`src/rtl/bp_chooser.sv`:
```
// Tournament chooser: picks local or global prediction per branch via 2-bit
// choice counters, tracks predictions through D/E/M and trains on retire.
module bp_chooser #(
    parameter int CPHT_DEPTH = 6
) (
    input  logic                  clk,
    input  logic                  rst,
    input  logic [CPHT_DEPTH-1:0] hashed_pcF,
    input  logic [CPHT_DEPTH-1:0] hashed_pcM,
    input  logic                  branchF,
    input  logic                  local_predF,
    input  logic                  global_predF,
    input  logic                  stallD,
    input  logic                  stallE,
    input  logic                  stallM,
    input  logic                  flushD,
    input  logic                  flushE,
    input  logic                  flushM,
    input  logic                  branchM,
    input  logic                  pcsrcM,
    output logic                  pcsrcPF,
    output logic                  predict_wrongM,
    output logic [31:0]           branch_cnt,
    output logic [31:0]           miss_cnt
);

    localparam int ENTRIES = 1 << CPHT_DEPTH;

    // stage bundle bit positions: {valid, local, global, final}
    localparam int B_V = 3;
    localparam int B_L = 2;
    localparam int B_G = 1;
    localparam int B_F = 0;

    logic [1:0] r_cpht [ENTRIES];
    logic [3:0] r_d;
    logic [3:0] r_e;
    logic [3:0] r_m;
    logic [31:0] r_branch_cnt;
    logic [31:0] r_miss_cnt;

    logic [1:0] w_choice;
    logic       w_pred;
    logic       w_wrong;
    logic       w_ret;
    logic       w_loc_ok;
    logic       w_glb_ok;
    logic [1:0] w_cur;
    logic [1:0] w_nxt;

    // final prediction: choice counter MSB selects global over local
    always_comb begin
        w_choice = r_cpht[hashed_pcF];
        w_pred   = branchF & (w_choice[1] ? global_predF : local_predF);
    end

    // mispredict detection and retire qualification in M
    always_comb begin
        w_wrong = branchM & r_m[B_V] & (r_m[B_F] != pcsrcM);
        w_ret   = branchM & r_m[B_V] & ~stallM;
    end

    // saturating update of the chooser entry owned by the retiring branch
    always_comb begin
        w_cur    = r_cpht[hashed_pcM];
        w_nxt    = w_cur;
        w_loc_ok = (r_m[B_L] == pcsrcM);
        w_glb_ok = (r_m[B_G] == pcsrcM);
        if (w_loc_ok && !w_glb_ok && w_cur != 2'b00) begin
            w_nxt = w_cur - 2'b01;
        end else if (w_glb_ok && !w_loc_ok && w_cur != 2'b11) begin
            w_nxt = w_cur + 2'b01;
        end
    end

    // chooser table: reset to weakly-local, trained only on retire
    always_ff @(posedge clk) begin
        if (rst) begin
            for (int i = 0; i < ENTRIES; i++) begin
                r_cpht[i] <= 2'b01;
            end
        end else if (w_ret) begin
            r_cpht[hashed_pcM] <= w_nxt;
        end
    end

    // shadow stage D captures the F prediction
    always_ff @(posedge clk) begin
        if (rst || flushD) begin
            r_d <= '0;
        end else if (!stallD) begin
            r_d <= {branchF, local_predF, global_predF, w_pred};
        end
    end

    // shadow stage E
    always_ff @(posedge clk) begin
        if (rst || flushE) begin
            r_e <= '0;
        end else if (!stallE) begin
            r_e <= r_d;
        end
    end

    // shadow stage M
    always_ff @(posedge clk) begin
        if (rst || flushM) begin
            r_m <= '0;
        end else if (!stallM) begin
            r_m <= r_e;
        end
    end

    // retire statistics, free-running wrap
    always_ff @(posedge clk) begin
        if (rst) begin
            r_branch_cnt <= '0;
            r_miss_cnt   <= '0;
        end else if (w_ret) begin
            r_branch_cnt <= r_branch_cnt + 32'd1;
            if (w_wrong) begin
                r_miss_cnt <= r_miss_cnt + 32'd1;
            end
        end
    end

    assign pcsrcPF        = w_pred;
    assign predict_wrongM = w_wrong;
    assign branch_cnt     = r_branch_cnt;
    assign miss_cnt       = r_miss_cnt;

endmodule

```
`config.mk`:
```
export PLATFORM = sky130hd
export DESIGN_NAME = bp_chooser
export DESIGN_NICKNAME = d
export VERILOG_FILES = /design/src/rtl/bp_chooser.sv
export SDC_FILE = /design/constraint.sdc
export NUM_CORES = 1
export LEC_CHECK = 0
export ABC_AREA = 1
export CAP_MARGIN = 20
export CORE_MARGIN = 3
export CORE_UTILIZATION = 54
export CTS_BUF_LIST = sky130_fd_sc_hd__clkbuf_16
export DETAILED_ROUTE_END_ITERATION = 10
export PLACE_DENSITY = 0.84
export SYNTH_ARGS = -nofsm -noshare
export SYNTH_HDL_FRONTEND = slang
export SYNTH_SLANG_ARGS = --single-unit
```
`constraint.sdc`:
```
create_clock -name clk -period 3.6 [get_ports clk]
set_input_delay 0.72 -clock clk [delete_from_list [all_inputs] [get_ports clk]]
set_output_delay 0.72 -clock clk [all_outputs]
set_load 0.02 [all_outputs]
```
==> metrics.csv, run 1 <==
metric;value;unit
io pins;91;
mean cell area of the mapped netlist;7.72;um^2
min cycle time layout;3.43;ns
reported leakage power;4.76;nW
Iteration-0 DRC Markers;1075;
Max-Slew Margin vs Limit;59.3;%
post-DR vias/cell;5.66;
root buffer selected by CTS;sky130_fd_sc_hd__clkbuf_16;
overall die height;151;um
startpoint of the lowest-slack register-to-register path;r_cpht[5][1];
number of endpoints with negative hold slack in the final report;0;
clock-pin slew on the worst setup and hold paths;0.06;ns
highest-count cells in the layout ignoring fill and taps;sky130_fd_sc_hd__nand2_1, sky130_fd_sc_hd__inv_1, sky130_fd_sc_hd__nor2_1;
Worst Tran Pin Value;0.609;ns
final setup fails;0;
number of cell instances on the worst register-to-register path;16;
area of the die;0.0227;mm^2
initial antenna violation count;0;
Port-buffer cells;90;
distinct cell type count of the synthesized netlist;40;
number of clock sinks;204;
Tcrit/Tclk final;95.3;%
VDD IR max;0.000299;V
DP HPWL;22.8;mm
total chip power;5.34;mW
Place WS;-0.431;ns
sequential fraction of the synthesis area;47.6;%
Yosys warning count;0;
count of pins over their slew limit;0;
most frequently used flop master after synthesis;sky130_fd_sc_hd__edfxtp_1;
layout cell share with drive strength beyond 1;12.4;%
vias in the first global route;10100;
DR pass1 iterations;8;
via total after detailed routing;10600;
Setup crit end;r_cpht[49][0];
wire length of the first global-routing pass;51.1;mm
Final Skew;0.0149;ns
CTS tree;done;
launching element type of the critical path;primary input;
layout net count;1611;
classification of the worst-slack hold path;register to register;
number of synthesized register bits;204;
GP Congestion;1.02;
maximum number of pins on one net before global-route repair;43;
FMAX;292;MHz
critical path fanouts, max;42;
Inserted Clock Buffers;23;
grt total ovfl;0;
number of nets still failing antenna checks after routing;0;
critical path data required time;3.96;ns
DP Cell Count;1827;
Post-synth ARST share;0;%
Pwr Density;396;mW/mm^2
core box area;0.0204;mm^2
Reg-to-Reg End;r_cpht[18][0];
number of standard cells in the layout, taps in and fillers out;1868;
CP Launch Point;hashed_pcM[2];
gr usage total;28.3;%
average detailed-routed wire length per instance;17.3;um
total setup buffers inserted after CTS;0;
worst skew pair latency;0.51;ns
Fin Hold WS;0.471;ns
number of flops mapped to enable cells by yosys;128;
maximum capacitance violations;0;
Post-CTS Hold Buffers;0;
Netlist Area Pre-Place;0.0113;mm^2
most common cell after layout, fill and taps aside;sky130_fd_sc_hd__nand2_1;
wirelength, routed;32.3;mm
arrival time of the worst setup path;3.79;ns
count of antenna diodes in the layout;0;
final setup slack of the worst path;0.170;ns
start-to-end type of the worst setup path;primary input to register;
setup slack, reg-to-reg;0.90;ns
# rows;52;
post-route DRC violation count;0;
number of buffers on the longest clock path;3;
kind of end point of the critical path;register;
result of the run;finished clean;
maximum level of the CTS H-tree;1;
chip width;151;um
syn_nets;1489;
area overhead of the layout relative to synthesis;19.6;%
initial core utilization;55.4;%
setup total negative slack;0;ns
gate count after technology mapping;1460;
[kinds of logic (layout without fill, tap and decap cells)]
group	count (synthesis)	in the layout	synth area share [%]
flops	204	204	47.6
xor+xnor	19	19	1.48
compound gates	122	122	5.93
fa+ha+maj	4	4	0.444
buf+inv	231	369	9.48
simple gates	880	880	35.1
[flip-flops by register name (all words and copies together) (netlist names)]
| signal | count |
|---|---|
| branch_cnt | 32 |
| miss_cnt | 32 |
| r_cpht | 128 |
| r_d | 4 |
| r_e | 4 |
| r_m | 4 |
[stage by stage]
step	util, %	instance area, um^2
6_report	66.2	13500
5_1_grt	66.2	13500
4_1_cts	66.2	13500
3_5_place_dp	62.9	12800
3_3_place_gp	62.9	12800
2_1_floorplan	-	11300
[critical path, cell delays in order]
cell and delay [ns]:
sky130_fd_sc_hd__clkdlybuf4s50_1 0.51, sky130_fd_sc_hd__buf_12 0.16, sky130_fd_sc_hd__inv_2 0.06, sky130_fd_sc_hd__nand3_2 0.08
sky130_fd_sc_hd__inv_2 0.09, sky130_fd_sc_hd__buf_4 0.17, sky130_fd_sc_hd__a22oi_2 0.17, sky130_fd_sc_hd__nand3_1 0.12
sky130_fd_sc_hd__o21ai_1 0.14, sky130_fd_sc_hd__nand2_1 0.08, sky130_fd_sc_hd__nor2_2 0.15, sky130_fd_sc_hd__nand2_2 0.10
sky130_fd_sc_hd__buf_4 0.14, sky130_fd_sc_hd__ha_1 0.21, sky130_fd_sc_hd__nor2_2 0.18, sky130_fd_sc_hd__nor2_2 0.08
sky130_fd_sc_hd__nand3b_1 0.25, sky130_fd_sc_hd__buf_12 0.23, sky130_fd_sc_hd__nand3_1 0.11
[area by class of cell]
| class | count | area, um^2 |
|---|---|---|
| Clock inverter | 18 | 93.8 |
| Inverter | 173 | 649 |
| Multi-Input combinational cell | 1025 | 4850 |
| Timing Repair Buffer | 155 | 1610 |
| Tap cell | 270 | 338 |
| Sequential cell | 204 | 5370 |
| Fill cell | 1632 | 6880 |
| Clock buffer | 23 | 576 |
[layer usage]
layer,GRT usage (%),routed length [um],part of all wire (%),vias up
met4,13.2,1400,4.4,0
met2,45.7,15100,47,607
met5,0,0,0,-
met1,36.4,12200,38,4855
met3,6.32,3580,11,112
li1,-,-,-,5005
[cell usage after synthesis, types with 5 or more instances]
master                     instances  share of area (%)
sky130_fd_sc_hd__xor2_1           12               0.93
sky130_fd_sc_hd__a21oi_1          60                2.7
sky130_fd_sc_hd__buf_4             8               0.53
sky130_fd_sc_hd__dfxtp_1          76                 13
sky130_fd_sc_hd__nor4_1            8               0.44
sky130_fd_sc_hd__edfxtp_1        128                 34
sky130_fd_sc_hd__buf_8             6               0.80
sky130_fd_sc_hd__inv_1           166                5.5
sky130_fd_sc_hd__nand3_2           5               0.44
sky130_fd_sc_hd__nand4_1          32                1.8
sky130_fd_sc_hd__a22oi_1          11               0.73
sky130_fd_sc_hd__clkbuf_1         25               0.83
sky130_fd_sc_hd__o21ai_1           5               0.22
sky130_fd_sc_hd__nor2_2           66                3.7
sky130_fd_sc_hd__xnor2_1           7               0.54
sky130_fd_sc_hd__nand3_1         142                6.3
sky130_fd_sc_hd__nand2_1         409                 14
sky130_fd_sc_hd__buf_2             5               0.22
sky130_fd_sc_hd__nor3_1           34                1.5
sky130_fd_sc_hd__o21ai_0          38                1.7
sky130_fd_sc_hd__inv_2             6               0.20
sky130_fd_sc_hd__buf_6            13                1.3
sky130_fd_sc_hd__nor2_1          159                5.3
[worst min path at each step]
stage | start | endpoint | depth (start not counted)
4_1_cts | r_e[2] | r_m[2] | 2
2_1_floorplan | r_d[0] | r_e[0] | 2
3_3_place_gp | r_e[3] | r_e[3] | 2
5_1_grt | r_d[2] | r_e[2] | 2
3_5_place_dp | branch_cnt[30] | branch_cnt[30] | 2
6_report | miss_cnt[31] | miss_cnt[31] | 2
[repair_timing]
action,in CTS,in global routing
endpoints found under the setup margin,1,113
gates resized for setup,1,8
hold endpoints to repair,0,0
[where the power goes]
group,internal (mW),switching (mW)
registers,2.51,0.0238
clock network,1.16,0.960
logic,0.246,0.443
Note: power is estimated with default switching activity, not from simulation.
==> run 2, diff against run 1 <==
CORE_ASPECT_RATIO = 1.25   (was not set)
CORE_MARGIN = 2   (was 3)
SLEW_MARGIN = 10   (was not set)
==> metrics.csv, run 2 (synthesis gave the netlist of run 1 again) <==
metric;value;unit
total chip power;5.15;mW
min cycle time layout;3.40;ns
post-route DRC violation count;0;
number of nets still failing antenna checks after routing;0;
average detailed-routed wire length per instance;17.2;um
Post-CTS Hold Buffers;0;
initial core utilization;54.6;%
combinational power share;13.1;%
clock-pin slew on the worst setup and hold paths;0.06;ns
setup repair after global routing missed its margin;false;
classification of the worst-slack hold path;register to register;
vias in the first global route;9978;
CTS tree;done;
overall die height;166;um
register share of total power;49.1;%
switching part of the total;26.3;%
# rows;59;
count of antenna diodes in the layout;0;
proportion of power drawn by the clock network;37.8;%
wire length of the first global-routing pass;50.6;mm
wirelength, routed;32.3;mm
gr usage total;29.0;%
total setup buffers inserted after CTS;0;
start-to-end type of the worst setup path;primary input to register;
critical path's largest stage delay;0.53;ns
root buffer selected by CTS;sky130_fd_sc_hd__clkbuf_16;
maximum level of the CTS H-tree;1;
Final Skew;0.0183;ns
number of buffers and inverters on the critical path;6;
reported leakage power;4.76;nW
number of clock sinks;204;
flip-flop count of the largest register, all copies and words added;128;
arrival time of the worst setup path;3.63;ns
chip width;133;um
number of standard cells in the layout, taps in and fillers out;1876;
initial antenna violation count;0;
cell breakdown of the critical path;clkdlybuf4s50_1, inv_1, nand3_2, inv_2, buf_12, a22oi_1, nand3_1, o21ai_1, nand2_1, nor2_2, nand2_2, inv_1, ha_1, nor3_1, nor2_1, nand3b_1, buf_12, nand3_1;
Tcrit/Tclk final;94.4;%
Worst Tran Pin Value;0.589;ns
worst skew pair latency;0.51;ns
critical path fanouts, max;40;
launching element type of the critical path;primary input;
category of cells accounting for the largest share of critical-path delay;buffers and inverters;
area overhead of the layout relative to synthesis;19.3;%
core box area;0.0207;mm^2
number of endpoints with negative hold slack in the final report;0;
DR pass1 iterations;5;
Net Sw Power;1.35;mW
final setup fails;0;
Filler Cells Inserted;1743;
grt total ovfl;0;
highest-count cells in the layout ignoring fill and taps;sky130_fd_sc_hd__nand2_1, sky130_fd_sc_hd__inv_1, sky130_fd_sc_hd__nor2_1;
via total after detailed routing;10500;
result of the run;finished clean;
Int Power;3.79;mW
io pins;91;
FMAX;294;MHz
maximum number of pins on one net before global-route repair;52;
slowest stage cell, crit path;sky130_fd_sc_hd__clkdlybuf4s50_1;
area of the die;0.0221;mm^2
kind of end point of the critical path;register;
DP Cell Count;1840;
Inserted Clock Buffers;20;
Port-buffer cells;90;
count of pins over their slew limit;0;
DP HPWL;22.7;mm
VDD IR max;0.000332;V
top register by number of flip-flops;r_cpht;
GP Congestion;1.03;
critical path data required time;3.84;ns
Pwr Density;383;mW/mm^2
layout net count;1617;
maximum capacitance violations;0;
layout cell share with drive strength beyond 1;12.3;%
most common cell after layout, fill and taps aside;sky130_fd_sc_hd__nand2_1;
Iteration-0 DRC Markers;1024;
number of buffers on the longest clock path;3;
Max-Slew Margin vs Limit;60.7;%
post-DR vias/cell;5.61;
run 2: cell count changes in the layout (fill, tap and decap cells not counted), sizes merged:
cell and change:
clkbuf -2, clkinv -3, clkinvlp -2, buf +9
inv +2
run 2: final cells by class:
cell class / instances / area (um^2) / area share, %
Clock buffer: 21 / 526 / 3.91
Multi-Input combinational cell: 1025 / 4850 / 36.1
Inverter: 173 / 649 / 4.83
Timing Repair Buffer: 164 / 1650 / 12.3
Clock inverter: 15 / 66.3 / 0.493
Tap cell: 274 / 343 / 2.55
Sequential cell: 204 / 5370 / 39.9
run 2: path summary, 6_finish.rpt:
path / startpoint / to / slack [ns] / depth (start not counted)
worst max register to register: r_cpht[5][1] / r_cpht[48][0] / 0.93 / 16
worst max-delay path: hashed_pcM[0] / r_cpht[48][0] / 0.20 / 18
worst min-delay path: r_e[1] / r_m[1] / 0.47 / 2
worst min register to register: r_e[1] / r_m[1] / 0.47 / 2
run 2: power by group through the flow:
stage	registers (mW)	clock network, mW	logic, mW
after floorplan	2.57	0	0.450
after global placement	2.58	0	0.647
after detailed placement	2.58	0	0.658
after CTS	2.53	1.95	0.662
after global routing	2.53	2.04	0.717
final	2.53	1.95	0.672
run 2: through the flow:
stage / utilization (%) / worst slack, ns / instance area (um^2) / setup TNS, ns / hold WS, ns
global placement: 62.2 / -0.280 / 12900 / -29.40 / 0.451
CTS: 65.1 / 0.00835 / 13400 / 0 / 0.466
global route: 65.1 / 0.0325 / 13500 / 0 / 0.489
detailed placement: 62.2 / -0.321 / 12900 / -32.36 / 0.456
finish: 65.1 / 0.202 / 13500 / 0 / 0.471
floorplan: - / 0.459 / 11300 / 0 / 0.436
run 2: timing repair:
item	4_1_cts	5_1_grt
resized for setup	1	4
setup endpoints to repair	1	3
hold endpoints to repair	0	0
run 2: tightest hold or removal path, cell delays in order (launching register included):
cell                      delay, ns
sky130_fd_sc_hd__dfxtp_1       0.31
sky130_fd_sc_hd__nand2_1       0.06
sky130_fd_sc_hd__a21oi_1       0.05
run 2: metal layers:
metal / global-route usage, % / vias to the layer above / wire (um)
li1: - / 5009 / -
met1: 33.9 / 4839 / 11900
met2: 50.5 / 548 / 15600
met3: 5.46 / 124 / 3070
met4: 15.9 / 0 / 1650
met5: 0 / - / 0
==> run 3, diff against run 2 <==
SKIP_LAST_GASP = 1   (was not set)
==> results of run 3 <==
The final DEF is identical to that of run 2; final timing and power are the same.
